**config.mk**
```make
export PLATFORM = sky130hd
export DESIGN_NAME = wb_host_initiator
export DESIGN_NICKNAME = d
export VERILOG_FILES = /design/src/rtl/wb_host_initiator.sv
export SDC_FILE = /design/constraint.sdc
export NUM_CORES = 1
export LEC_CHECK = 0
export CORE_MARGIN = 1.5
export CORE_UTILIZATION = 36
export DETAILED_ROUTE_END_ITERATION = 7
export PLACE_DENSITY = 0.71
export SLEW_MARGIN = 40
export SYNTH_ARGS = -nofsm -noshare
export SYNTH_HDL_FRONTEND = slang
export SYNTH_SLANG_ARGS = --single-unit
export TNS_END_PERCENT = 5
```
**constraint.sdc**
```tcl
create_clock -name wb_clk_i -period 2.9 [get_ports wb_clk_i]
set_input_delay 0.29 -clock wb_clk_i [delete_from_list [all_inputs] [get_ports wb_clk_i]]
set_output_delay 0.29 -clock wb_clk_i [all_outputs]
set_load 0.02 [all_outputs]
```
**src/rtl/wb_host_initiator.sv**
```systemverilog
// Wishbone classic single-transfer initiator: turns one command into one bus
// cycle with an ACK timeout, and returns one response under back-pressure.
module wb_host_initiator #(
   parameter int TIMEOUT = 16,
   parameter int ERRW    = 8
) (
   input  logic              wb_clk_i,
   input  logic              wb_rst_i,
   input  logic              cmd_valid,
   output logic              cmd_ready,
   input  logic              cmd_we,
   input  logic [31:0]       cmd_adr,
   input  logic [31:0]       cmd_dat,
   input  logic [3:0]        cmd_sel,
   output logic              rsp_valid,
   input  logic              rsp_ready,
   output logic [31:0]       rsp_dat,
   output logic              rsp_err,
   output logic              wbm_cyc_o,
   output logic              wbm_stb_o,
   output logic              wbm_we_o,
   output logic [3:0]        wbm_sel_o,
   output logic [31:0]       wbm_adr_o,
   output logic [31:0]       wbm_dat_o,
   input  logic              wbm_ack_i,
   input  logic [31:0]       wbm_dat_i,
   output logic              busy,
   output logic [ERRW-1:0]   err_count
);

   typedef enum logic [1:0] {IDLE, BUS, RESP} state_t;

   state_t      state, state_next;
   logic [15:0] timer;
   logic        timeout_hit;

   assign timeout_hit = (timer == 16'(TIMEOUT - 1));

   // NOTE: sequential state uses non-blocking assignments so every register
   // samples pre-edge values regardless of process ordering.
   always_ff @(posedge wb_clk_i) begin
      if (wb_rst_i) state <= IDLE;
      else          state <= state_next;
   end

   // Handshake and bus strobes are decoded from state only, so cmd_ready has
   // no combinational path from cmd_valid.
   always_comb begin
      // NOTE: every output of this block gets a default first; a missed
      // branch would otherwise infer a latch.
      state_next = state;
      cmd_ready  = 1'b0;
      rsp_valid  = 1'b0;
      wbm_cyc_o  = 1'b0;
      wbm_stb_o  = 1'b0;
      busy       = 1'b1;
      unique case (state)
         IDLE: begin
            cmd_ready = 1'b1;
            busy      = 1'b0;
            if (cmd_valid) state_next = BUS;
         end
         BUS: begin
            wbm_cyc_o = 1'b1;
            wbm_stb_o = 1'b1;
            if (wbm_ack_i || timeout_hit) state_next = RESP;
         end
         RESP: begin
            rsp_valid = 1'b1;
            if (rsp_ready) state_next = IDLE;
         end
         default: state_next = IDLE;
      endcase
   end

   always_ff @(posedge wb_clk_i) begin
      if (wb_rst_i) begin
         timer     <= '0;
         wbm_we_o  <= 1'b0;
         wbm_sel_o <= '0;
         wbm_adr_o <= '0;
         wbm_dat_o <= '0;
         rsp_dat   <= '0;
         rsp_err   <= 1'b0;
         err_count <= '0;
      end else begin
         unique case (state)
            IDLE: begin
               if (cmd_valid) begin
                  wbm_we_o  <= cmd_we;
                  wbm_sel_o <= cmd_sel;
                  wbm_adr_o <= cmd_adr;
                  wbm_dat_o <= cmd_dat;
                  timer     <= '0;
               end
            end
            BUS: begin
               // ACK on the final timer cycle still counts as success.
               if (wbm_ack_i) begin
                  rsp_dat   <= wbm_we_o ? 32'd0 : wbm_dat_i;
                  rsp_err   <= 1'b0;
                  wbm_we_o  <= 1'b0;
                  wbm_sel_o <= '0;
               end else if (timeout_hit) begin
                  rsp_dat   <= '0;
                  rsp_err   <= 1'b1;
                  wbm_we_o  <= 1'b0;
                  wbm_sel_o <= '0;
                  if (err_count != {ERRW{1'b1}}) err_count <= err_count + 1'b1;
               end else begin
                  timer <= timer + 16'd1;
               end
            end
            default: ;
         endcase
      end
   end

endmodule

```
==> results of run 1 <==
## power groups by stage
stage	logic [W]	clock network [W]	registers, W
2_1_floorplan	0.000214	0	0.00201
3_3_place_gp	0.000670	0	0.00192
3_5_place_dp	0.000679	0	0.00192
4_1_cts	0.000681	0.00213	0.00189
5_1_grt	0.000724	0.00222	0.00189
6_report	0.000674	0.00208	0.00189
## cell type report
type	count	area [um2]	share of cell area (%)
clock buffers	24	462	6.01
clock inverters	7	110	1.43
inverters	7	26.3	0.342
multi-input cells	388	2030	26.5
flip-flops and latches	128	2560	33.4
well taps	172	215	2.80
repair buffers	228	2270	29.6
## cells by family (layout without fill, tap and decap cells)
group / count (synthesis) / in the layout / share of synthesized area (%)
flops: 128 / 128 / 53.6
buf+inv: 47 / 266 / 4.21
mux: 1 / 1 / 0.209
xor+xnor: 10 / 10 / 1.83
fa+ha+maj: 2 / 2 / 0.523
simple gates: 238 / 238 / 22.6
compound gates: 137 / 137 / 17.1
## cell usage in the layout (no fill, tap or decap), types with 8 or more instances in the layout
cell and n:
clkdlybuf4s50_1 219, nand2_1 141, a22oi_1 37, dfxtp_1 128
a21oi_1 78, buf_4 8, nor2_1 53, nand3_1 8
o21ai_0 8, clkbuf_16 17, xnor2_1 9
## worst reg2reg max path: stages, from the launching register on
cell     delay (ns)
dfxtp_1        0.39
ha_1           0.21
and3_1         0.33
nand4_2        0.38
a21oi_1        0.50
a21oi_1        0.08
o32ai_1        0.22
## how the worst min path moves through the flow
stage / endpoint / slack [ns] / depth (start not counted) / start
5_1_grt: wbm_dat_o[6] / 0.42 / 3 / cmd_dat[6]
3_3_place_gp: wbm_adr_o[11] / 0.44 / 2 / wbm_adr_o[11]
4_1_cts: wbm_sel_o[3] / 0.39 / 2 / wb_rst_i
6_report: wbm_sel_o[3] / 0.40 / 2 / wb_rst_i
3_5_place_dp: wbm_adr_o[24] / 0.45 / 2 / wbm_adr_o[24]
2_1_floorplan: rsp_err / 0.39 / 1 / wbm_ack_i
## layer usage
metal / vias to the layer above / global-route usage, % / share of wire [%]
met5: - / 0 / 0
met4: 0 / 9.83 / 3.2
met3: 35 / 7.72 / 9.0
met2: 209 / 32.7 / 47
met1: 2125 / 22.4 / 41
li1: 2327 / - / -
## registers in the layout, summed over array words and instances (netlist names)
name and cells:
err_count 8, rsp_dat 32, wbm_dat_o 32, rsp_err 1, wbm_we_o 1, state 2, wbm_sel_o 4, wbm_adr_o 32
timer 16
## metrics by stage
step                      hold WS (ns)  total power [W]  cell area [um2]  util (%)  instances
after global routing             0.418          0.00484             7680      60.1        954
after global placement           0.441          0.00259             7110      55.7        923
final                            0.403          0.00464             7680      60.1        954
after detailed placement         0.446          0.00260             7110      55.7        923
after floorplan                  0.387          0.00223             4780         -        563
after CTS                        0.392          0.00470             7680      60.1        954
==> flow_metrics.tcl, run 1 <==
set metrics [dict create \
    antenna_found_initial 0 \
    post_drt_wl_per_cell_um 14.6 \
    diodes 0 \
    yosys_warnings 0 \
    p_sw_share_pct 23.6 \
    critPathKind "register to output pin" \
    dpl.hpwl_um 9870 \
    p_leak_nw 2.78 \
    skew_ns 0.00510 \
    grt_pass1_wl_um 22400 \
    p_seq_share_pct 40.7 \
    routed_wl_um 13900 \
    r2r_end "timer[7]" \
    ys_types 42 \
    clkPwrFrac_pct 44.8 \
    num_rows 41 \
    grt_usage_pct 19.9 \
    synthFlopType "dfxtp_1" \
    clockBufferDepth 2 \
    postCtsHoldBufs 0 \
    yosysTopAreaCellShare_pct 53.6 \
    dieWidth_um 118 \
    syn_to_final_growth_pct 60.6 \
    die_h_um 118 \
    path_clk_slew_ns 0.05 \
    hold_class "primary input to register" \
    syn_area_um2 4780 \
    power.internal_w 0.00354 \
    seq_area_frac_synth_pct 53.6 \
    setup_viol 0 \
    ctsResizeCount 0 \
    avgSynthCellArea_um2 8.50 \
    r2r_cells 6 \
    grt_max_degree 65 \
    synth_nets 671 \
    start_util_pct 37.4 \
    synth_seq_cells 128 \
    n_fill_cell 1131 \
    place_ws_ns 0.676 \
    rsz0062_at_grt "false" \
    gp_congestion 0.805 \
    max_cap_viol_count 0 \
    timing.rr.start "timer[0]" \
    cts_tree "done" \
    netSwitchingPower_w 0.00109 \
    p_comb_share_pct 14.5 \
    status "finished, final reports clean" \
    synthArstFlopShare_pct 0 \
    layout.nets 878 \
    yosys-top-cells-count "142 x nand2_1, 128 x dfxtp_1, 78 x a21oi_1, 54 x nor2_1, 37 x a22oi_1" \
    endpoint_kind "output pin" \
    irDropWorstVdd_mv 0.293 \
    r2r_slack_ns 0.69 \
    io_buffer_count 220 \
    grt_pass1_vias 4555 \
    drive_gt1_share_pct 6.27 \
    insertion_delay_ns 0.41 \
    synth_area_leaders "dfxtp_1 54%, nand2_1 11%, a21oi_1 8.2%, a22oi_1 5.8%, nor2_1 4.2%" \
    crit_required_ns 2.61 \
    postSynthCellCount 563 \
    grt_overflow_total 0 \
    synth_edf_count 0 \
    tns_ns 0 \
    drt_iter0_drc 269 \
    finalCritPeriodShare_pct 78.6 \
    slew_viol_final 0 \
    hold_viol 0 \
    crit_fanout 9 \
    synth_top_area_cell "dfxtp_1" \
    postRouteAntennaNets 0 \
    worstMarginPinSlew_ns 0.677 \
    viasPerCell 4.92 \
    crit_end "wbm_stb_o" \
    cts_sinks 128 \
    worst-path-buf-inv 2 \
    num_io_pins 221 \
    vias 4696 \
    critPathLaunch "state[0]" \
    critPathTopFamily "buffers and inverters" \
    core-area_um2 12800 \
    drc 0 \
    cts_made_buffers 17 \
    path_cells "nor2b_1, buf_4, clkdlybuf4s50_1" \
    yosysMostFrequentCell "nand2_1" \
    cp.depth 3 \
    slowest_delay_ns 0.65 \
    fmax_ghz 0.439 \
    worst_setup_path_start_kind "register" \
    dr.pass1.iters 4 \
    power.density_nw_per_um2 604 \
    h-tree-depth 4 \
    relSlewSlack_pct 54.9 \
    dieArea_um2 14000 \
    finalCriticalPeriod_ns 2.28 \
    post-cts-setup-buffer-count 0 \
    fin_ws_ns 0.622 \
    cp_slowest_cell "clkdlybuf4s50_1" \
    cts_root_buffer "clkbuf_16" \
    arrival_ns 1.99 \
]
Power figures use the tool's default switching activity.
==> inputs of run 2 (changes only) <==
--- a/config.mk
+++ b/config.mk
@@ -8,7 +8,7 @@
 export CORE_MARGIN = 1.5
 export CORE_UTILIZATION = 36
 export DETAILED_ROUTE_END_ITERATION = 7
-export PLACE_DENSITY = 0.71
+export PLACE_DENSITY = 0.74
 export SLEW_MARGIN = 40
 export SYNTH_ARGS = -nofsm -noshare
 export SYNTH_HDL_FRONTEND = slang
==> constraint.sdc (replaced) <==
create_clock -name wb_clk_i -period 1.88 [get_ports wb_clk_i]
set_input_delay 0.188 -clock wb_clk_i [delete_from_list [all_inputs] [get_ports wb_clk_i]]
set_output_delay 0.188 -clock wb_clk_i [all_outputs]
set_load 0.02 [all_outputs]
==> flow_metrics.tcl, run 2 (synthesized netlist as in run 1, its figures left out) <==
set metrics [dict create \
    cts_made_buffers 17 \
    postRouteAntennaNets 0 \
    hold_class "primary input to register" \
    core-area_um2 12800 \
    dieArea_um2 14000 \
    place_ws_ns 0.0159 \
    vias 4841 \
    relSlewSlack_pct 62.9 \
    insertion_delay_ns 0.41 \
    crit_required_ns 1.69 \
    critPathKind "register to output pin" \
    crit_fanout 5 \
    r2r_slack_ns 0.08 \
    worst_setup_path_start_kind "register" \
    endpoint_kind "output pin" \
    power.internal_w 0.00546 \
    cts_root_buffer "clkbuf_16" \
    viasPerCell 4.99 \
    routed_wl_um 14300 \
    diodes 0 \
    num_rows 41 \
    finalCritPeriodShare_pct 96.2 \
    max_cap_viol_count 0 \
    grt_pass1_vias 4710 \
    num_io_pins 221 \
    p_comb_share_pct 15.0 \
    drc 0 \
    reg.largest.list "rsp_dat (32), wbm_adr_o (32), wbm_dat_o (32)" \
    p_seq_share_pct 40.6 \
    worst-path-buf-inv 1 \
    h-tree-depth 4 \
    post_drt_wl_per_cell_um 14.8 \
    layout.nets 895 \
    grt_usage_pct 20.2 \
    utilization_pct 61.8 \
    p_sw_share_pct 23.8 \
    start_util_pct 37.4 \
    finalCriticalPeriod_ns 1.81 \
    cts_tree "done" \
    dieWidth_um 118 \
    fmax_ghz 0.553 \
    worstMarginPinSlew_ns 0.555 \
    dr.pass1.iters 6 \
    antenna_found_initial 0 \
    rsz0062_at_grt "true" \
    slowest_delay_ns 0.64 \
    fin_ws_ns 0.0723 \
    setup_viol 0 \
    cp.depth 2 \
    r2r_end "err_count[6]" \
    whs_path_depth 2 \
    power.density_nw_per_um2 908 \
    clockBufferDepth 2 \
    skew_ns 0.00994 \
    min-delay-start "wb_rst_i" \
    hold_viol 0 \
    gp_congestion 0.809 \
    status "finished, final reports clean" \
    n_fill_cell 1065 \
    postCtsHoldBufs 0 \
    clkPwrFrac_pct 44.4 \
    path_cells "nor2_1, clkdlybuf4s50_1" \
    layout_common_cells "216 x clkdlybuf4s50_1, 141 x nand2_1, 128 x dfxtp_1" \
    critPathTopFamily "buffers and inverters" \
    io_buffer_count 220 \
    die_h_um 118 \
    cp_slowest_cell "clkdlybuf4s50_1" \
    syn_to_final_growth_pct 64.9 \
    arrival_ns 1.62 \
    fin_total_pwr_w 0.00717 \
    r2r_cells 6 \
    layout.cells.most_common "clkdlybuf4s50_1" \
    grt_max_degree 53 \
    path_clk_slew_ns 0.06 \
    dpl.hpwl_um 9990 \
    whs_endpoint "wbm_we_o" \
    irDropWorstVdd_mv 0.472 \
    slew_viol_final 0 \
    timing.rr.start "timer[5]" \
    cts_sinks 128 \
    grt_pass1_wl_um 22800 \
    timing.hold.ws_ns 0.239 \
    drive_gt1_share_pct 9.14 \
    netSwitchingPower_w 0.00171 \
    grt_overflow_total 0 \
    p_leak_nw 2.91 \
    drt_iter0_drc 243 \
]
[run 2: cell types whose count changed in the layout (fill, tap and decap cells not counted), sizes merged]
cell / change
clkdlybuf4s50: -3
bufinv: -1
buf: +17
clkbuf: +1
dlygate4sd2: +3
[run 2: worst max path at each step]
stage	from	to	slack (ns)
final	state[1]	cmd_ready	0.07
after floorplan	timer[0]	rsp_dat[0]	0.17
after detailed placement	cmd_valid	timer[13]	0.02
after CTS	state[1]	cmd_ready	0.03
after global placement	wbm_ack_i	err_count[3]	0.07
after global routing	timer[5]	err_count[6]	-0.04
[run 2: cell type report]
| type | count | area [um2] | area share, % |
|---|---|---|---|
| flip-flops and latches | 128 | 2560 | 32.5 |
| repair buffers | 245 | 2420 | 30.7 |
| multi-input cells | 388 | 2090 | 26.5 |
| clock buffers | 25 | 495 | 6.28 |
| well taps | 172 | 215 | 2.73 |
| clock inverters | 6 | 80.1 | 1.01 |
| inverters | 7 | 26.3 | 0.333 |
[run 2: per-layer routing]
layer,vias up,wire length [um],global-route usage (%)
met5,-,0,0
met4,0,342,9.22
met3,29,1050,6.71
met2,208,7170,35.0
met1,2241,5770,22.2
li1,2363,-,-
[run 2: through the flow]
stage / cells / area, um2 / TNS [ns]
finish: 971 / 7890 / 0
global route: 971 / 7890 / -0.146
CTS: 969 / 7820 / 0
detailed placement: 938 / 7250 / 0
global placement: 938 / 7250 / 0
floorplan: 563 / 4780 / 0
[run 2: timing repair]
action,CTS,global route
endpoints found under the hold margin,0,0
endpoints found under the setup margin,3,12
gates resized for setup,3,10
pin swaps,0,3
buffers inserted,0,2
[run 2: power by group through the flow]
stage                     Sequential (W)  Clock, W  Combinational (W)
final                            0.00291   0.00319            0.00107
after global routing             0.00292   0.00339            0.00115
after CTS                        0.00291   0.00326            0.00108
after detailed placement         0.00296         0            0.00107
after global placement           0.00296         0            0.00106
after floorplan                  0.00311         0           0.000331
==> inputs of run 3 (changes only) <==
--- a/config.mk
+++ b/config.mk
@@ -8,7 +8,7 @@
 export CORE_MARGIN = 1.5
 export CORE_UTILIZATION = 36
 export DETAILED_ROUTE_END_ITERATION = 7
-export PLACE_DENSITY = 0.74
+export PLACE_DENSITY = 0.81
 export SLEW_MARGIN = 40
 export SYNTH_ARGS = -nofsm -noshare
 export SYNTH_HDL_FRONTEND = slang
==> flow_metrics.tcl, run 3 (synthesized netlist as in run 1, its figures left out) <==
set metrics [dict create \
    num_rows 41 \
    fin_ws_ns 0.117 \
    reg.largest.list "rsp_dat (32), wbm_adr_o (32), wbm_dat_o (32)" \
    core-area_um2 12800 \
    drc 0 \
    power.internal_w 0.00508 \
    power.density_nw_per_um2 877 \
    slew_viol_final 0 \
    status "finished, final reports clean" \
    antenna_found_initial 0 \
    layout.cells.most_common "clkdlybuf4s50_1" \
    grt_max_degree 65 \
    dieWidth_um 118 \
    post-cts-setup-buffer-count 0 \
    utilization_pct 61.1 \
    cts_tree "done" \
    finalCriticalPeriod_ns 1.76 \
    path_cells "nor2_1, inv_1, clkdlybuf4s50_1" \
    worstMarginPinSlew_ns 0.701 \
    start_util_pct 37.4 \
    ctsResizeCount 4 \
    finalCritPeriodShare_pct 93.8 \
    viasPerCell 4.87 \
    irDropWorstVdd_mv 0.581 \
    placed_area_um2 7270 \
    io_buffer_count 220 \
    grt_pass1_wl_um 22300 \
    worst_setup_path_start_kind "register" \
    grt_overflow_total 0 \
    slowest_delay_ns 0.59 \
    hold_viol 0 \
    cts_made_buffers 17 \
    grt_pass1_vias 4531 \
    hold_class "primary input to register" \
    p_sw_share_pct 25.7 \
    finalInstanceArea_um2 7800 \
    post_drt_wl_per_cell_um 14.1 \
    postCtsHoldBufs 0 \
    arrival_ns 1.57 \
    dpl.hpwl_um 9620 \
    cts_sinks 128 \
    postRouteAntennaNets 0 \
    layout.nets 898 \
    crit_required_ns 1.69 \
    routed_wl_um 13700 \
    syn_to_final_growth_pct 63.0 \
    crit_fanout 5 \
    path_clk_slew_ns 0.06 \
    netSwitchingPower_w 0.00176 \
    dieArea_um2 14000 \
    diodes 0 \
    vias 4744 \
    num_io_pins 221 \
    skew_ns 0.00454 \
    critPathKind "register to output pin" \
    critPathTopFamily "buffers and inverters" \
    p_comb_share_pct 15.6 \
    clockBufferDepth 2 \
    drt_iter0_drc 237 \
    die_h_um 118 \
    cp_slowest_cell "clkdlybuf4s50_1" \
    drive_gt1_share_pct 9.71 \
    clkPwrFrac_pct 41.9 \
    setup_viol 0 \
    place_ws_ns -0.0517 \
    gp_congestion 0.829 \
    relSlewSlack_pct 53.3 \
    p_seq_share_pct 42.5 \
    cts_root_buffer "clkbuf_16" \
    layout_common_cells "215 x clkdlybuf4s50_1, 141 x nand2_1, 127 x dfxtp_1" \
    worst-path-buf-inv 2 \
    dr.pass1.iters 4 \
    fmax_ghz 0.567 \
    h-tree-depth 4 \
    insertion_delay_ns 0.41 \
    endpoint_kind "output pin" \
    p_leak_nw 2.87 \
    max_cap_viol_count 0 \
    grt_usage_pct 19.9 \
    rsz0062_at_grt "false" \
]
## run 3: cell types whose count changed in the layout (fill, tap and decap cells not counted), moves of 2 or more
| cell | change |
|---|---|
| nor4_2 | +3 |
| clkbuf_8 | -3 |
| clkinvlp_4 | +2 |
| buf_4 | +4 |
| nor4_4 | -2 |
| clkinv_4 | +2 |
| bufinv_16 | -2 |
| clkinv_2 | +3 |
## run 3: per-stage QoR
stage / TNS, ns / cells / hold slack (ns) / total power [W]
floorplan: 0 / 563 / 0.285 / 0.00344
global placement: -0.0120 / 943 / 0.441 / 0.00402
detailed placement: -0.0642 / 943 / 0.446 / 0.00404
CTS: 0 / 975 / 0.299 / 0.00691
global route: 0 / 975 / 0.320 / 0.00713
finish: 0 / 975 / 0.314 / 0.00684
## run 3: layer usage
layer	global-route usage, %	wire (um)	vias up
li1	-	-	2370
met1	23.4	5750	2190
met2	32.6	6640	168
met3	7.43	1090	16
met4	7.85	249	0
met5	0	0	-
## run 3: worst paths after layout
path | from | end | slack, ns | cells past startpoint
min reg2reg | wbm_adr_o[30] | wbm_adr_o[30] | 0.45 | 2
max reg2reg | timer[0] | timer[6] | 0.14 | 6
max | state[0] | busy | 0.12 | 3
min | wb_rst_i | wbm_sel_o[3] | 0.31 | 2
## run 3: area by class of cell
| type | count | area (um2) |
|---|---|---|
| tap | 172 | 215 |
| clock buffer | 21 | 450 |
| fill | 1076 | 4970 |
| clock inverter | 11 | 67.6 |
| timing repair buffer | 248 | 2430 |
| sequential | 128 | 2560 |
| multi-input combinational | 388 | 2050 |
| inverter | 7 | 26.3 |
## run 3: power by group through the flow
stage          Clock [W]  Sequential, W  Combinational [W]
3_5_place_dp           0        0.00296            0.00107
2_1_floorplan          0        0.00311           0.000331
3_3_place_gp           0        0.00296            0.00106
4_1_cts          0.00293        0.00291            0.00107
6_report         0.00287        0.00291            0.00107
5_1_grt          0.00306        0.00292            0.00115
